## config.mk

```make
export PLATFORM = sky130hd
export DESIGN_NAME = clk_wiz_rst_seq_flat
export DESIGN_NICKNAME = d
export VERILOG_FILES = /design/src/rtl/clk_wiz_rst_seq_if.sv /design/src/rtl/clk_wiz_rst_seq.sv /design/src/flat_wrapper.sv
export SDC_FILE = /design/constraint.sdc
export NUM_CORES = 1
export LEC_CHECK = 0
export CAP_MARGIN = 20
export CORE_ASPECT_RATIO = 0.5
export CORE_MARGIN = 2
export CORE_UTILIZATION = 30
export CTS_BUF_LIST = sky130_fd_sc_hd__clkbuf_8
export CTS_CLUSTER_SIZE = 8
export DETAILED_ROUTE_END_ITERATION = 10
export PLACE_DENSITY_LB_ADDON = 0.12
export SLEW_MARGIN = 15
export SYNTH_ARGS = -nofsm -noshare
export SYNTH_HDL_FRONTEND = slang
export SYNTH_SLANG_ARGS = --single-unit
```

## constraint.sdc

```tcl
create_clock -name dac_clk -period 4.9 [get_ports dac_clk]
set_input_delay 0.735 -clock dac_clk [delete_from_list [all_inputs] [get_ports dac_clk]]
set_output_delay 0.735 -clock dac_clk [all_outputs]
set_load 0.02 [all_outputs]
```

## src/rtl/clk_wiz_rst_seq_if.sv

```systemverilog
// Control and status bundle between the clocking-wizard reset sequencer and the wizard and downstream logic.
// Latency: none (wires only). Backpressure: none; every signal is a level.
// master = sequencer side, slave = wizard/consumer side.
interface clk_wiz_rst_seq_if;
   logic       locked;
   logic       input_clk_stopped;
   logic       mmcm_reset;
   logic       sys_rst;
   logic       clk_ready;
   logic [7:0] lock_loss_cnt;
   logic [7:0] retry_cnt;
   logic [1:0] seq_state;

   modport master (
      input  locked, input_clk_stopped,
      output mmcm_reset, sys_rst, clk_ready, lock_loss_cnt, retry_cnt, seq_state
   );

   modport slave (
      output locked, input_clk_stopped,
      input  mmcm_reset, sys_rst, clk_ready, lock_loss_cnt, retry_cnt, seq_state
   );
endinterface

```

## src/rtl/clk_wiz_rst_seq.sv

```systemverilog
// Clocking-wizard reset sequencer and lock supervisor on dac_clk; the WAIT_LOCK timeout/retry path is built only with CLK_WIZ_RST_SEQ_RETRY_EN.
// Latency: status is seen SYNC_STAGES edges after sampling; outputs decode the registered state, so there is no input-to-output path.
// Backpressure: none; locked/input_clk_stopped are level-sampled every cycle.
module clk_wiz_rst_seq #(
   parameter int RST_HOLD_CYCLES = 16,
   parameter int LOCK_TIMEOUT    = 1024,
   parameter int STABLE_CYCLES   = 64,
   parameter int SYNC_STAGES     = 2
) (
   input  logic              dac_clk,
   input  logic              reset,
   clk_wiz_rst_seq_if.master bus
);
   localparam int MAX_A   = (RST_HOLD_CYCLES > STABLE_CYCLES) ? RST_HOLD_CYCLES : STABLE_CYCLES;
   localparam int CNT_MAX = (LOCK_TIMEOUT > MAX_A) ? LOCK_TIMEOUT : MAX_A;
   localparam int CNT_W   = $clog2(CNT_MAX);

   localparam logic [CNT_W-1:0] HOLD_LAST   = CNT_W'(RST_HOLD_CYCLES - 1);
   localparam logic [CNT_W-1:0] STABLE_LAST = CNT_W'(STABLE_CYCLES - 1);
`ifdef CLK_WIZ_RST_SEQ_RETRY_EN
   localparam logic [CNT_W-1:0] TIMEOUT_LAST = CNT_W'(LOCK_TIMEOUT - 1);
`endif

   typedef enum logic [1:0] {
      RESET_HOLD = 2'd0,
      WAIT_LOCK  = 2'd1,
      STABLE     = 2'd2,
      RUN        = 2'd3
   } seq_state_t;

   logic [SYNC_STAGES-1:0] lock_sync;
   logic [SYNC_STAGES-1:0] stop_sync;
   logic                   locked_s;
   logic                   stopped_s;

   seq_state_t             state_q;
   seq_state_t             state_d;
   logic [CNT_W-1:0]       cnt_q;
   logic [7:0]             lock_loss_q;
   logic                   loss_inc;

   // Both status inputs come from the wizard's clock domain.
   always_ff @(posedge dac_clk or posedge reset) begin
      if (reset) begin
         lock_sync <= '0;
         stop_sync <= '0;
      end else begin
         lock_sync <= {lock_sync[SYNC_STAGES-2:0], bus.locked};
         stop_sync <= {stop_sync[SYNC_STAGES-2:0], bus.input_clk_stopped};
      end
   end

   assign locked_s  = lock_sync[SYNC_STAGES-1];
   assign stopped_s = stop_sync[SYNC_STAGES-1];

`ifdef CLK_WIZ_RST_SEQ_RETRY_EN
   logic       retry_inc;
   logic [7:0] retry_q;
`endif

   always_comb begin
      state_d  = state_q;
      loss_inc = 1'b0;
`ifdef CLK_WIZ_RST_SEQ_RETRY_EN
      retry_inc = 1'b0;
`endif
      case (state_q)
         RESET_HOLD: begin
            if (cnt_q == HOLD_LAST) state_d = WAIT_LOCK;
         end
         WAIT_LOCK: begin
            if (locked_s) begin
               state_d = STABLE;
            end
`ifdef CLK_WIZ_RST_SEQ_RETRY_EN
            else if (cnt_q == TIMEOUT_LAST) begin
               state_d   = RESET_HOLD;
               retry_inc = 1'b1;
            end
`endif
         end
         STABLE: begin
            if (!locked_s)                 state_d = WAIT_LOCK;
            else if (stopped_s)            state_d = RESET_HOLD;
            else if (cnt_q == STABLE_LAST) state_d = RUN;
         end
         RUN: begin
            if (!locked_s || stopped_s) begin
               state_d  = RESET_HOLD;
               loss_inc = 1'b1;
            end
         end
         default: state_d = RESET_HOLD;
      endcase
   end

   // One shared cycle counter; it restarts on every state change and
   // parks at all-ones during an unbounded lock wait instead of wrapping.
   always_ff @(posedge dac_clk or posedge reset) begin
      if (reset) begin
         state_q <= RESET_HOLD;
         cnt_q   <= '0;
      end else begin
         state_q <= state_d;
         if (state_d != state_q)  cnt_q <= '0;
         else if (cnt_q != '1)    cnt_q <= cnt_q + 1'b1;
      end
   end

   always_ff @(posedge dac_clk or posedge reset) begin
      if (reset)                                lock_loss_q <= '0;
      else if (loss_inc && lock_loss_q != 8'hFF) lock_loss_q <= lock_loss_q + 8'd1;
   end

`ifdef CLK_WIZ_RST_SEQ_RETRY_EN
   always_ff @(posedge dac_clk or posedge reset) begin
      if (reset)                             retry_q <= '0;
      else if (retry_inc && retry_q != 8'hFF) retry_q <= retry_q + 8'd1;
   end
   assign bus.retry_cnt = retry_q;
`else
   assign bus.retry_cnt = '0;
`endif

   assign bus.mmcm_reset    = (state_q == RESET_HOLD);
   assign bus.sys_rst       = (state_q != RUN);
   assign bus.clk_ready     = (state_q == RUN);
   assign bus.seq_state     = state_q;
   assign bus.lock_loss_cnt = lock_loss_q;
endmodule

```

## src/flat_wrapper.sv

```systemverilog
// flat-port wrapper written by rule: the top's interface ports become plain ports
module clk_wiz_rst_seq_flat 
#(
   parameter int RST_HOLD_CYCLES = 16,
   parameter int LOCK_TIMEOUT    = 1024,
   parameter int STABLE_CYCLES   = 64,
   parameter int SYNC_STAGES     = 2
)
  (dac_clk, reset, bus_locked, bus_input_clk_stopped, bus_mmcm_reset, bus_sys_rst, bus_clk_ready, bus_lock_loss_cnt, bus_retry_cnt, bus_seq_state);
  clk_wiz_rst_seq_if bus_i ();
  input  logic dac_clk;
  input  logic reset;
  input wire logic [$bits(bus_i.locked)-1:0] bus_locked;
  input wire logic [$bits(bus_i.input_clk_stopped)-1:0] bus_input_clk_stopped;
  output wire logic [$bits(bus_i.mmcm_reset)-1:0] bus_mmcm_reset;
  output wire logic [$bits(bus_i.sys_rst)-1:0] bus_sys_rst;
  output wire logic [$bits(bus_i.clk_ready)-1:0] bus_clk_ready;
  output wire logic [$bits(bus_i.lock_loss_cnt)-1:0] bus_lock_loss_cnt;
  output wire logic [$bits(bus_i.retry_cnt)-1:0] bus_retry_cnt;
  output wire logic [$bits(bus_i.seq_state)-1:0] bus_seq_state;
  assign bus_i.locked = bus_locked;
  assign bus_i.input_clk_stopped = bus_input_clk_stopped;
  assign bus_mmcm_reset = bus_i.mmcm_reset;
  assign bus_sys_rst = bus_i.sys_rst;
  assign bus_clk_ready = bus_i.clk_ready;
  assign bus_lock_loss_cnt = bus_i.lock_loss_cnt;
  assign bus_retry_cnt = bus_i.retry_cnt;
  assign bus_seq_state = bus_i.seq_state;
  clk_wiz_rst_seq #(.RST_HOLD_CYCLES(RST_HOLD_CYCLES), .LOCK_TIMEOUT(LOCK_TIMEOUT), .STABLE_CYCLES(STABLE_CYCLES), .SYNC_STAGES(SYNC_STAGES)) u_core (.dac_clk(dac_clk), .reset(reset), .bus(bus_i));
endmodule
```

==> out/metrics.cfg <==
[place]
dp_hpwl_mm = 1.57
gp_congestion = 0.723
port_buffers = 16

[logic_synthesis]
synth_top_family_by_area = simple AND/OR/NAND/NOR gates
synth_edf_count = 0
synth.area.mux_share_pct = 2.57
synthAdderAreaFrac_pct = 2.06
ys_top_cells_by_count = dfrtp_1 (24), nor2_1 (17), nand2_1 (11), buf_4 (8), nand3_1 (8)
synthFlopType = dfrtp_1
yosys.area.top_type = dfrtp_1
synth_area_leaders = dfrtp_1 (49%), nor2_1 (5.3%), buf_4 (4.9%)
ys_seq_area_share_pct = 49.4
synth_most_common_cell = dfrtp_1
synth_compound_area_share_pct = 7.93
synth_xor_area_share_pct = 5.77
netlist_instances = 123
async_flop_share_pct = 100
synth_simple_gate_area_share_pct = 25.2
synthDistinctLibCells = 39
syn_avg_cell_area_um2 = 9.88
ys.warnings.count = 0
yosysTopAreaCellShare_pct = 49.4
synth_seq_cells = 24
synth_area_mm2 = 0.00121

[hold_path]
hp-class = register to register

[power_and_ir_drop]
power_density_mw_per_mm2 = 405
ir_worst_vdd_v = 0.000103
power_mw = 0.583
power.leakage_nw = 0.674

[route]
drc_errors = 0
vias_per_cell = 4.58
highest_layer = met4
dr_wl_met2_um = 963
ant_nets = 0
wirelength_mm = 2.21
drtPass1Iterations = 4
drtIter0Drc = 23
post_drt_wl_per_cell_um = 11.5
vias = 883
drt-met1-wl_mm = 1.12
wl_met3_um = 106

[cells_and_area]
final_nets = 147
drive_gt1_share_pct = 7.91
syn_to_final_growth_pct = 18.5
regArea_um2 = 601
antennaDiodeCount = 0
multi_input_area_um2 = 559
num-fill-cells = 395

[global_routing]
grt_max_degree = 25
grt_pass1_vias = 826
grt_first_pass_wirelength_mm = 4.04
grt_overflow = 0
antenna_found_initial = 0
grt_util_all_layers_pct = 11.4

[sta]
min_period_ns = 2.36
min_period_over_period_pct = 48.1
rsz0062_at_grt = false
hold_ws_ns = 0.353
maxSlewHeadroom_pct = 38.8
drv_slew = 0
worstMarginPinSlew_ns = 0.916
fin_skew_ns = 0.00224
setup_viol = 0
fmax_ghz = 0.424
finalHoldViolations = 0
tns_ns = 0

[outcome]
status = complete, no violations

[clock_network]
cts_buffer_depth = 2
postCtsSetupBuffers = 0
post_cts_resized = 0
cts-root-buf = clkbuf_8
numCtsBuffers = 3
cts_tree = yes
htreeDepth = 1
insertion_delay_ns = 0.26
cts.sink_count = 24
path_clk_slew_ns = 0.08
cts_hold_buf = 0

[critical_path]
cp_data_required_time_ns = 4.16
crit_path_start_kind = register
slowest_stage = clkdlybuf4s50_1
max_stage_delay_ns = 0.60
critPathMaxFanout = 10
arrival_ns = 1.62
critPathBufInv = 2
critPathCaptureType = primary output
path_cells = nand2_1 -> inv_1 -> clkdlybuf4s50_1
cp_top_family = buffers and inverters
critPathKind = register to primary output

[floorplan]
design.core.area_mm2 = 0.00388
rows = 16
start_util_pct = 31.3
io_pins = 25
die-area_mm2 = 0.00461
die_height_um = 49
die_w_um = 94.0

[flow_run]
cap_violations = 0

where the power goes:
part	total, mW	internal [mW]	switching, mW	leakage (nW)
clock network	0.114	0.0549	0.0592	0.0216
registers	0.282	0.234	0.0488	0.316
logic	0.186	0.0871	0.0990	0.337
total	0.583	0.376	0.207	0.674
kinds of logic (layout without fill, tap and decap cells):
| kind of cell | count (synthesis) | count (layout) |
|---|---|---|
| buf+inv | 13 | 22 |
| flops | 24 | 24 |
| other cells | 1 | 8 |
| mux | 3 | 3 |
| xor+xnor | 8 | 8 |
| compound gates | 13 | 13 |
| simple gates | 59 | 59 |
| fa+ha+maj | 2 | 2 |
layout by cell type, fill, tap and decap left out:
cell type        netlist  layout
nor2_1                17      17
xor2_1                 6       6
and3_1                 3       3
mux2i_1                2       2
or3_1                  1       1
inv_1                  3       3
dfrtp_1               24      24
ha_1                   2       2
or4_1                  1       1
clkbuf_8               0       3
a31oi_1                2       2
a211oi_1               1       1
nand4bb_1              1       1
or2_2                  1       1
nor3_2                 2       2
and3_2                 1       1
o22ai_1                1       1
xnor2_1                2       2
nand4_1                1       1
a21oi_1                2       2
nor3_1                 4       4
conb_1                 1       8
clkdlybuf4s50_1        0      16
nand2_1               11      11
a2bb2oi_1              1       1
nor2b_1                2       2
a21o_1                 1       1
nand3_1                8       8
nor3b_1                1       1
nand2b_1               1       1
mux2_2                 1       1
nor4_1                 3       3
o21ai_2                1       1
nand4_2                1       1
o21ai_0                1       1
a211o_1                1       1
a311oi_1               1       1
o211ai_2               1       1
metal layers:
layer	vias up	track usage (%)
met5	-	0
met4	0	2.90
met3	2	4.17
met2	19	16.9
met1	414	15.8
li1	448	-
path summary, 6_finish.rpt:
path / startpoint / slack [ns] / to / cells after the start
min in group asynchronous: reset / 0.98 / u_core.cnt_q[2] / 2
worst max-delay path: u_core.bus.seq_state[1] / 2.54 / bus_clk_ready / 3
worst min register to register: u_core.stop_sync[0] / 0.35 / u_core.stop_sync[1] / 0
worst max register to register: u_core.cnt_q[0] / 3.14 / u_core.cnt_q[2] / 5
worst min-delay path: u_core.stop_sync[0] / 0.35 / u_core.stop_sync[1] / 0
max in group asynchronous: reset / 3.36 / u_core.cnt_q[6] / 2
state kept, by name, indices dropped and copies added (netlist names):
signal	flops
u_core.bus.seq_state	2
u_core.stop_sync	2
u_core.cnt_q	10
u_core.lock_sync	2
u_core.bus.lock_loss_cnt	8
cell type report:
cell class              count  share of cell area [%]
clock buffers               3                    2.87
multi-input cells          93                    38.8
flip-flops and latches     24                    41.7
inverters                   3                   0.782
well taps                  54                    4.69
repair buffers             16                    11.1
per-stage QoR:
step,util [%],area [um2],setup slack (ns),instances
final,37.1,1440,2.54,193
after global routing,37.1,1440,2.43,193
after CTS,37.1,1440,2.53,193
after global placement,36.0,1400,2.87,190
after floorplan,-,1240,3.14,130
after detailed placement,36.0,1400,2.83,190
No activity file was read; power rests on OpenSTA's default activity.
